## config.mk

```make
export PLATFORM = sky130hd
export DESIGN_NAME = mem_access_stage_flat
export DESIGN_NICKNAME = d
export VERILOG_FILES = /design/src/rtl/mem_access_stage_if.sv /design/src/rtl/mem_access_stage.sv /design/src/flat_wrapper.sv
export SDC_FILE = /design/constraint.sdc
export NUM_CORES = 1
export LEC_CHECK = 0
export CORE_MARGIN = 2
export CORE_UTILIZATION = 45
export DETAILED_ROUTE_END_ITERATION = 6
export DONT_BUFFER_PORTS = 1
export PLACE_DENSITY = 0.61
export SLEW_MARGIN = 10
export SYNTH_ARGS = -nofsm -noshare
export SYNTH_HDL_FRONTEND = slang
export SYNTH_SLANG_ARGS = --single-unit
```

## constraint.sdc

```tcl
create_clock -name clk_i_MEM -period 2.75 [get_ports clk_i_MEM]
set_clock_uncertainty 0.1 [all_clocks]
set_input_delay 0.275 -clock clk_i_MEM [delete_from_list [all_inputs] [get_ports clk_i_MEM]]
set_output_delay 0.275 -clock clk_i_MEM [all_outputs]
set_load 0.005 [all_outputs]
```

## src/rtl/mem_access_stage_if.sv

```systemverilog
// Data-memory request/response bus between the MEM stage (master) and data memory (slave).
interface mem_access_stage_if;
  logic        Dmem_Req_o;
  logic        Dmem_We_o;
  logic [31:0] Dmem_Addr_o;
  logic [31:0] Dmem_Wdata_o;
  logic [3:0]  Dmem_Be_o;
  logic        Dmem_Gnt_i;
  logic        Dmem_Rvalid_i;
  logic [31:0] Dmem_Rdata_i;
  logic        Dmem_Err_i;

  modport master (
    output Dmem_Req_o, Dmem_We_o, Dmem_Addr_o, Dmem_Wdata_o, Dmem_Be_o,
    input  Dmem_Gnt_i, Dmem_Rvalid_i, Dmem_Rdata_i, Dmem_Err_i
  );

  modport slave (
    input  Dmem_Req_o, Dmem_We_o, Dmem_Addr_o, Dmem_Wdata_o, Dmem_Be_o,
    output Dmem_Gnt_i, Dmem_Rvalid_i, Dmem_Rdata_i, Dmem_Err_i
  );
endinterface

```

## src/rtl/mem_access_stage.sv

```systemverilog
// MEM stage: turns loads/stores into byte-enabled word requests, aligns/extends load data,
// and stalls upstream until each access completes or times out.
module mem_access_stage #(
  parameter int unsigned TIMEOUT_CYC = 16
) (
  input  logic                clk_i_MEM,
  input  logic                rst_i_MEM,
  input  logic [31:0]         Wt_Data_i_MEM,
  input  logic [4:0]          Wt_Addr_i_MEM,
  input  logic                Wt_Enable_i_MEM,
  input  logic [31:0]         Rd_Data2_i_MEM,
  input  logic [1:0]          Mem_Op_i_MEM,
  input  logic [1:0]          Mem_Size_i_MEM,
  input  logic                Mem_Unsigned_i_MEM,
  mem_access_stage_if.master  dmem,
  output logic                Stall_o_MEM,
  output logic [31:0]         Wt_Data_o_MEM,
  output logic [4:0]          Wt_Addr_o_MEM,
  output logic                Wt_Enable_o_MEM,
  output logic                Misalign_o_MEM,
  output logic                Bus_Err_o_MEM
);

  localparam int unsigned      CNT_W    = 8;
  localparam logic [CNT_W-1:0] CNT_LAST = CNT_W'(TIMEOUT_CYC - 1);

  typedef enum logic [1:0] {S_IDLE, S_REQ, S_WAIT, S_DONE} state_t;

  state_t           state;
  logic [CNT_W-1:0] cnt;
  logic [1:0]       lat_off;
  logic [1:0]       lat_size;
  logic             lat_uns;
  logic             lat_wt_en;
  logic [4:0]       lat_wt_addr;
  logic [31:0]      cap_data;

  logic        is_load, is_store, is_mem, misalign_c, start_c, timeout_c;
  logic [3:0]  be_c;
  logic [31:0] wdata_c, shifted_c, load_ext_c;

  assign is_load   = (Mem_Op_i_MEM == 2'b01);
  assign is_store  = (Mem_Op_i_MEM == 2'b10);
  assign is_mem    = is_load | is_store;
  assign start_c   = (state == S_IDLE) && is_mem && !misalign_c;
  assign timeout_c = (cnt == CNT_LAST);

  // Request shaping from the incoming instruction
  always_comb begin
    misalign_c = 1'b0;
    be_c       = 4'b1111;
    wdata_c    = Rd_Data2_i_MEM;
    case (Mem_Size_i_MEM)
      2'b00: begin
        be_c    = 4'b0001 << Wt_Data_i_MEM[1:0];
        wdata_c = {4{Rd_Data2_i_MEM[7:0]}};
      end
      2'b01: begin
        misalign_c = Wt_Data_i_MEM[0];
        be_c       = 4'b0011 << Wt_Data_i_MEM[1:0];
        wdata_c    = {2{Rd_Data2_i_MEM[15:0]}};
      end
      2'b10:   misalign_c = |Wt_Data_i_MEM[1:0];
      default: misalign_c = 1'b1;
    endcase
  end

  // Load alignment and extension from the latched access attributes
  always_comb begin
    shifted_c  = dmem.Dmem_Rdata_i >> {lat_off, 3'b000};
    load_ext_c = shifted_c;
    case (lat_size)
      2'b00:   load_ext_c = lat_uns ? {24'd0, shifted_c[7:0]}
                                    : {{24{shifted_c[7]}}, shifted_c[7:0]};
      2'b01:   load_ext_c = lat_uns ? {16'd0, shifted_c[15:0]}
                                    : {{16{shifted_c[15]}}, shifted_c[15:0]};
      default: load_ext_c = shifted_c;
    endcase
  end

  // Stage outputs: passthrough in IDLE, write-back result in DONE
  always_comb begin
    Stall_o_MEM     = 1'b0;
    Misalign_o_MEM  = 1'b0;
    Wt_Data_o_MEM   = Wt_Data_i_MEM;
    Wt_Addr_o_MEM   = Wt_Addr_i_MEM;
    Wt_Enable_o_MEM = 1'b0;
    case (state)
      S_IDLE: begin
        if (!is_mem)         Wt_Enable_o_MEM = Wt_Enable_i_MEM;
        else if (misalign_c) Misalign_o_MEM  = 1'b1;
        else                 Stall_o_MEM     = 1'b1;
      end
      S_REQ, S_WAIT: Stall_o_MEM = 1'b1;
      S_DONE: begin
        Wt_Data_o_MEM   = cap_data;
        Wt_Addr_o_MEM   = lat_wt_addr;
        Wt_Enable_o_MEM = !dmem.Dmem_We_o && lat_wt_en && !Bus_Err_o_MEM;
      end
      default: ;
    endcase
  end

  // Access sequencer; bus request fields are held stable from IDLE until grant
  always_ff @(posedge clk_i_MEM) begin
    if (rst_i_MEM) begin
      state             <= S_IDLE;
      cnt               <= '0;
      cap_data          <= '0;
      lat_off           <= '0;
      lat_size          <= '0;
      lat_uns           <= 1'b0;
      lat_wt_en         <= 1'b0;
      lat_wt_addr       <= '0;
      Bus_Err_o_MEM     <= 1'b0;
      dmem.Dmem_Req_o   <= 1'b0;
      dmem.Dmem_We_o    <= 1'b0;
      dmem.Dmem_Addr_o  <= '0;
      dmem.Dmem_Wdata_o <= '0;
      dmem.Dmem_Be_o    <= '0;
    end else begin
      case (state)
        S_IDLE: begin
          cnt           <= '0;
          Bus_Err_o_MEM <= 1'b0;
          if (start_c) begin
            state             <= S_REQ;
            dmem.Dmem_Req_o   <= 1'b1;
            dmem.Dmem_We_o    <= is_store;
            dmem.Dmem_Addr_o  <= {Wt_Data_i_MEM[31:2], 2'b00};
            dmem.Dmem_Wdata_o <= wdata_c;
            dmem.Dmem_Be_o    <= be_c;
            lat_off           <= Wt_Data_i_MEM[1:0];
            lat_size          <= Mem_Size_i_MEM;
            lat_uns           <= Mem_Unsigned_i_MEM;
            lat_wt_addr       <= Wt_Addr_i_MEM;
            lat_wt_en         <= Wt_Enable_i_MEM;
          end
        end
        S_REQ: begin
          cnt <= cnt + CNT_W'(1);
          if (dmem.Dmem_Gnt_i || timeout_c) dmem.Dmem_Req_o <= 1'b0;
          if (dmem.Dmem_Gnt_i && dmem.Dmem_We_o) begin
            state         <= S_DONE;
            Bus_Err_o_MEM <= dmem.Dmem_Err_i;
          end else if (timeout_c) begin
            state         <= S_DONE;
            Bus_Err_o_MEM <= 1'b1;
          end else if (dmem.Dmem_Gnt_i) begin
            state <= S_WAIT;
          end
        end
        S_WAIT: begin
          cnt <= cnt + CNT_W'(1);
          if (dmem.Dmem_Rvalid_i) begin
            state         <= S_DONE;
            cap_data      <= load_ext_c;
            Bus_Err_o_MEM <= dmem.Dmem_Err_i;
          end else if (timeout_c) begin
            state         <= S_DONE;
            Bus_Err_o_MEM <= 1'b1;
          end
        end
        S_DONE: begin
          state         <= S_IDLE;
          cnt           <= '0;
          Bus_Err_o_MEM <= 1'b0;
        end
        default: state <= S_IDLE;
      endcase
    end
  end

endmodule

```

## src/flat_wrapper.sv

```systemverilog
// flat-port wrapper written by rule: the top's interface ports become plain ports
module mem_access_stage_flat 
#(
  parameter int unsigned TIMEOUT_CYC = 16
)
  (clk_i_MEM, rst_i_MEM, Wt_Data_i_MEM, Wt_Addr_i_MEM, Wt_Enable_i_MEM, Rd_Data2_i_MEM, Mem_Op_i_MEM, Mem_Size_i_MEM, Mem_Unsigned_i_MEM, Stall_o_MEM, Wt_Data_o_MEM, Wt_Addr_o_MEM, Wt_Enable_o_MEM, Misalign_o_MEM, Bus_Err_o_MEM, dmem_Dmem_Req_o, dmem_Dmem_We_o, dmem_Dmem_Addr_o, dmem_Dmem_Wdata_o, dmem_Dmem_Be_o, dmem_Dmem_Gnt_i, dmem_Dmem_Rvalid_i, dmem_Dmem_Rdata_i, dmem_Dmem_Err_i);
  mem_access_stage_if dmem_i ();
  input  logic clk_i_MEM;
  input  logic rst_i_MEM;
  input  logic [31:0] Wt_Data_i_MEM;
  input  logic [4:0] Wt_Addr_i_MEM;
  input  logic Wt_Enable_i_MEM;
  input  logic [31:0] Rd_Data2_i_MEM;
  input  logic [1:0] Mem_Op_i_MEM;
  input  logic [1:0] Mem_Size_i_MEM;
  input  logic Mem_Unsigned_i_MEM;
  output logic Stall_o_MEM;
  output logic [31:0] Wt_Data_o_MEM;
  output logic [4:0] Wt_Addr_o_MEM;
  output logic Wt_Enable_o_MEM;
  output logic Misalign_o_MEM;
  output logic Bus_Err_o_MEM;
  output wire logic [$bits(dmem_i.Dmem_Req_o)-1:0] dmem_Dmem_Req_o;
  output wire logic [$bits(dmem_i.Dmem_We_o)-1:0] dmem_Dmem_We_o;
  output wire logic [$bits(dmem_i.Dmem_Addr_o)-1:0] dmem_Dmem_Addr_o;
  output wire logic [$bits(dmem_i.Dmem_Wdata_o)-1:0] dmem_Dmem_Wdata_o;
  output wire logic [$bits(dmem_i.Dmem_Be_o)-1:0] dmem_Dmem_Be_o;
  input wire logic [$bits(dmem_i.Dmem_Gnt_i)-1:0] dmem_Dmem_Gnt_i;
  input wire logic [$bits(dmem_i.Dmem_Rvalid_i)-1:0] dmem_Dmem_Rvalid_i;
  input wire logic [$bits(dmem_i.Dmem_Rdata_i)-1:0] dmem_Dmem_Rdata_i;
  input wire logic [$bits(dmem_i.Dmem_Err_i)-1:0] dmem_Dmem_Err_i;
  assign dmem_Dmem_Req_o = dmem_i.Dmem_Req_o;
  assign dmem_Dmem_We_o = dmem_i.Dmem_We_o;
  assign dmem_Dmem_Addr_o = dmem_i.Dmem_Addr_o;
  assign dmem_Dmem_Wdata_o = dmem_i.Dmem_Wdata_o;
  assign dmem_Dmem_Be_o = dmem_i.Dmem_Be_o;
  assign dmem_i.Dmem_Gnt_i = dmem_Dmem_Gnt_i;
  assign dmem_i.Dmem_Rvalid_i = dmem_Dmem_Rvalid_i;
  assign dmem_i.Dmem_Rdata_i = dmem_Dmem_Rdata_i;
  assign dmem_i.Dmem_Err_i = dmem_Dmem_Err_i;
  mem_access_stage #(.TIMEOUT_CYC(TIMEOUT_CYC)) u_core (.clk_i_MEM(clk_i_MEM), .rst_i_MEM(rst_i_MEM), .Wt_Data_i_MEM(Wt_Data_i_MEM), .Wt_Addr_i_MEM(Wt_Addr_i_MEM), .Wt_Enable_i_MEM(Wt_Enable_i_MEM), .Rd_Data2_i_MEM(Rd_Data2_i_MEM), .Mem_Op_i_MEM(Mem_Op_i_MEM), .Mem_Size_i_MEM(Mem_Size_i_MEM), .Mem_Unsigned_i_MEM(Mem_Unsigned_i_MEM), .dmem(dmem_i), .Stall_o_MEM(Stall_o_MEM), .Wt_Data_o_MEM(Wt_Data_o_MEM), .Wt_Addr_o_MEM(Wt_Addr_o_MEM), .Wt_Enable_o_MEM(Wt_Enable_o_MEM), .Misalign_o_MEM(Misalign_o_MEM), .Bus_Err_o_MEM(Bus_Err_o_MEM));
endmodule
```

# Word level (Yosys, flattened, before mapping)
# Cells that the tools add are included.
[totals]
reg_bits = 122
inputBits = 112
output_inout_bits = 111
word_cells = 83
[classes]
add_sub_neg = 1
n_eq_ne = 13
n_shift = 3
muxes = 31
bitwise_logic = 1
reduce_logical = 20
[ops]
columns = ["operator", "count"]
rows = [
  ["$pmux 32 s2", 2],
  ["$mux 32", 3],
  ["$shr 32x5->32", 1],
  ["$pmux 8 s2", 1],
  ["$mux 2", 6],
  ["$mux 1", 11],
  ["$add 8x1->8 const B", 1],
  ["$eq 2x1->1 const B", 4],
  ["$eq 2x2->1 const B", 4],
  ["$eq 8x4->1 const B", 1],
  ["$pmux 2 s4", 1],
  ["$pmux 4 s2", 1],
  ["$logic_not 2->1", 3],
  ["$pmux 1 s2", 3],
  ["$pmux 1 s3", 2],
  ["$reduce_and 3->1", 2],
  ["$reduce_or 2->1", 3],
  ["$logic_and 1x1->1", 5],
  ["$mux 5", 1],
  ["$ne 2x1->1 const B", 2],
  ["$ne 4x2->1 const B", 1],
  ["$reduce_and 2->1", 2],
  ["$shl 1x2->4 const A", 1],
  ["$shl 2x2->4 const A", 1],
  ["other kinds (5)", 7],
]

# Logic depth before layout (Yosys ltp)
# Gate-level depths: netlist of run 1.
[depth]
ltp_word = 6
depth_mapped = 9
mapped_depth_nobuf = 6

# Worst setup path before layout of run 1
# No wires, ideal clock.
[synth_timing]
path_kind = "register to output"
from = "register u_core.state[1]"
to = "output Wt_Addr_o_MEM[0]"
arrival_ps = 1619
t_required_ps = 2375
slack_ps = 756
path_stages_with_launch = 5
path_buffers = 2
cell_sequence = "dfxtp_1 > ha_1 > clkbuf_1 > buf_1 > mux2_2"
[synth_between]
elab_chain_cells = 2
[synth_rtl]
columns = ["element", "line_no", "source"]
rows = [
  ["start: declaration", "mem_access_stage.sv:29", "state_t state;"],
  ["start signal: assignment", "mem_access_stage.sv:107", "state <= S_IDLE;"],
  ["start signal: assignment", "mem_access_stage.sv:127", "state <= S_REQ;"],
  ["start signal: assignment", "mem_access_stage.sv:144", "state <= S_DONE;"],
  ["$eq 2x2->1", "mem_access_stage.sv:88", "case (state)"],
  ["$mux 5", "mem_access_stage.sv:88", ""],
  ["end: declaration", "flat_wrapper.sv:19", "output logic [4:0] Wt_Addr_o_MEM;"],
]
# Every way passes these cells.

# Worst setup path in the final report of run 1
[layout_timing]
from = "register u_core.state[0]"
to = "output Wt_Addr_o_MEM[2]"
# The elaborated chain is that of the path after synthesis.

==> reports/metrics.csv, run 1 <==
metric,value,unit
pwr-share-clk,38.6,%
synth_top_area_share,41.9,%
core-area,0.0126,mm2
relSlewSlack,18.7,%
synth_area_leader_cell,dfxtp_1,
synth_warnings,0,
crit_arrival,2.14,ns
initial_utilization,46.2,%
final-seq-area,0.00244,mm2
clock.fmax,398,MHz
cts_buffer_depth,2,
rsz0062_at_grt,false,
ioPinCount,223,
busiest_layer,met2,
async_reset_ff_share,0,%
vias_per_cell,5.75,
final_util,58.0,%
maxCapViolations,0,
critPathLaunchType,flip-flop,
min-delay-start,Rd_Data2_i_MEM[22],
p_int,3.95,mW
crit_start,u_core.state[0],
drv_slew,0,
synth_area,0.00583,mm2
cp_num_buf_inv,1,
yosys.cell_types.count,47,
use_met3,8.33,%
synthCells,703,
synth_area_leaders,"dfxtp_1, nand2_1, mux2_2",
swShare,29.7,%
wl,18400,um
synth_edf_count,0,
fp.dieW,118,um
critPathSlowestCell,ha_2,
routabilityCongestion,0.883,
cp_max_fo,25,
finalNonFillerCells,941,
grt_overflow_total,0,
violations,design-rule violations,
drt_pass1_iterations,7,
drive_gt1_share,13.4,%
critPathRequiredTime,2.38,ns
met2_usage,42.4,%
route.detailed.drc,9,
p_per_area,768,mW/mm2
numCtsBuffers,17,
dpl.cell_count,826,
reg2reg_from,u_core.state[0],
clkSinkCount,122,
dpl_worst_slack,0.480,ns
path_cells,"ha_2, buf_4, mux2_2",
num_antenna_cells,0,
p_comb_share,22.1,%
crit_path_max_incr_delay,0.46,ns
area_delta_synth_final,25.6,%
synth_ff_type,dfxtp_1,
grt_util_all_layers,25.6,%
ant_nets,0,
grt_max_degree,115,
multi_input_comb_area,0.00315,mm2
std_cell_rows,41,
irDropWorstVdd,0.376,mV
grt_util_met1,30.6,%
ys_seq_elements,122,
portBuffers,0,
seq_power_share,39.3,%
clk_pin_slew,0.05,ns
antenna_found_initial,0,
cts_resized,0,
path_class,reg -> out,
grt_pass1_vias,5278,
fin_crit_sh,91.4,%
status,"complete, but fails checks",
setup_viol,0,
tightest_slew,1.22,ns
ys_seq_area_share,41.9,%
cts_tree,built,
crit_family,adder cells,
tns,0,ns
end_kind,output pin,
dieArea,0.0139,mm2
holdCritPathClass,in -> reg,
die_h,118,um
drtIter0Drc,451,
h-tree-depth,4,
timing.final.crit_period,2.51,ns
cts_root_buffer,clkbuf_16,
worst_skew_pair.late_latency,0.41,ns
final_hold_viol_count,0,
post_synth.cell_area_avg,8.29,um2
fin_nets,876,
hpwl,11600,um
p_sw,1.67,mW
vias,5413,
fillers,1128,
fin_ws,0.236,ns
wire_per_inst,19.6,um
p_leak,2.57,nW
grt_first_pass_wirelength,28300,um
-- worst paths after layout --
kind                                  endpoint  slack (ns)  cells past startpoint
hold / removal    u_core.dmem.Dmem_Wdata_o[22]        0.02                      2
hold reg to reg               u_core.lat_wt_en        0.35                      2
setup / recovery              Wt_Addr_o_MEM[2]        0.24                      3
setup reg to reg         u_core.lat_wt_addr[1]        0.24                      8
-- power by group through the flow --
stage               logic (mW)  clock network (mW)  registers [mW]
detailed placement        1.05                   0            2.24
CTS                       1.20                2.21            2.20
finish                    1.24                2.17            2.21
floorplan                0.885                   0            2.17
global route              1.38                2.30            2.23
global placement          1.01                   0            2.23
-- flip-flops by register name (all words and copies together), names as in the netlist --
signal,cells
u_core.cnt,8
u_core.lat_uns,1
u_core.lat_off,2
u_core.dmem.Dmem_Be_o,4
u_core.lat_wt_en,1
u_core.state,2
u_core.dmem.Dmem_Addr_o,30
u_core.dmem.Dmem_We_o,1
u_core.cap_data,32
u_core.lat_size,2
u_core.dmem.Dmem_Wdata_o,32
u_core.dmem.Dmem_Req_o,1
u_core.Bus_Err_o_MEM,1
u_core.lat_wt_addr,5
-- kinds of logic after synthesis --
family,after synthesis,share of synthesized area (%)
fa+ha+maj,8,1.72
simple gates,260,18.2
other cells,1,0.0644
flops,122,41.9
xor+xnor,5,0.752
compound gates,163,17.9
buf+inv,67,4.94
mux,77,14.6
-- repair_timing --
item / CTS / global route
hold buffers: 80 / 0
endpoints found under the hold margin: 114 / 0
endpoints found under the setup margin: 0 / 6
setup buffers: 0 / 0
-- cells in the mapped netlist, drive strengths merged (2+ instances only) --
cell type / count
nand2: 161
dfxtp: 122
a21oi: 80
nor2: 59
mux2: 52
clkbuf: 43
a211oi: 25
mux2i: 24
buf: 18
nor3: 17
o211ai: 15
o21ai: 13
a311oi: 11
ha: 8
o2bb2ai: 8
nor2b: 6
inv: 5
nand3: 4
or3: 4
xnor2: 3
a2111oi: 2
and2: 2
o21bai: 2
xor2: 2
-- per-layer routing --
metal,wire (um),vias to the layer above
met1,7440,2569
met3,1630,32
met4,320,0
met2,9050,264
met5,0,-
li1,-,2548
-- layout by cell type (no fill, tap or decap), types with 3 or more instances in the layout --
cell type and instances:
clkbuf_16 17, clkbuf_1 4, mux2_2 52, inv_1 5
clkinv_2 5, ha_1 7, or3_1 4, a211oi_1 25
o211ai_1 15, nor3_1 17, dfxtp_1 122, o2bb2ai_1 8
nand3_1 4, a21oi_1 80, a311oi_1 10, nor2b_1 6
buf_4 10, xnor2_1 3, mux2i_1 24, clkbuf_8 3
nor2_1 59, dlygate4sd3_1 79, o21ai_0 13, nand2_1 161
-- through the flow --
step	instance area (um2)	power, mW	hold slack [ns]
after detailed placement	5900	3.29	0.257
after CTS	7290	5.61	0.00259
after floorplan	5830	3.06	0.311
after global placement	5900	3.24	0.253
after global routing	7320	5.91	0.00594
final	7320	5.62	0.0237
-- area by class of cell --
| cell class | count | area share (%) |
|---|---|---|
| clock buffer | 24 | 6.58 |
| clock inverter | 8 | 1.26 |
| inverter | 6 | 0.308 |
| multi-input combinational | 518 | 43.1 |
| sequential | 122 | 33.4 |
| tap | 172 | 2.94 |
| timing repair buffer | 91 | 12.5 |
(Power assumes the default switching activity.)
==> run 2, diff against run 1 <==
--- a/config.mk
+++ b/config.mk
@@ -9,6 +9,7 @@
 export CORE_UTILIZATION = 45
 export DETAILED_ROUTE_END_ITERATION = 6
 export DONT_BUFFER_PORTS = 1
+export GPL_TIMING_DRIVEN = 1
 export PLACE_DENSITY = 0.61
 export SLEW_MARGIN = 10
 export SYNTH_ARGS = -nofsm -noshare
==> results of run 2 <==
Same layout as run 1: the final DEF is identical, and so are final timing and power.
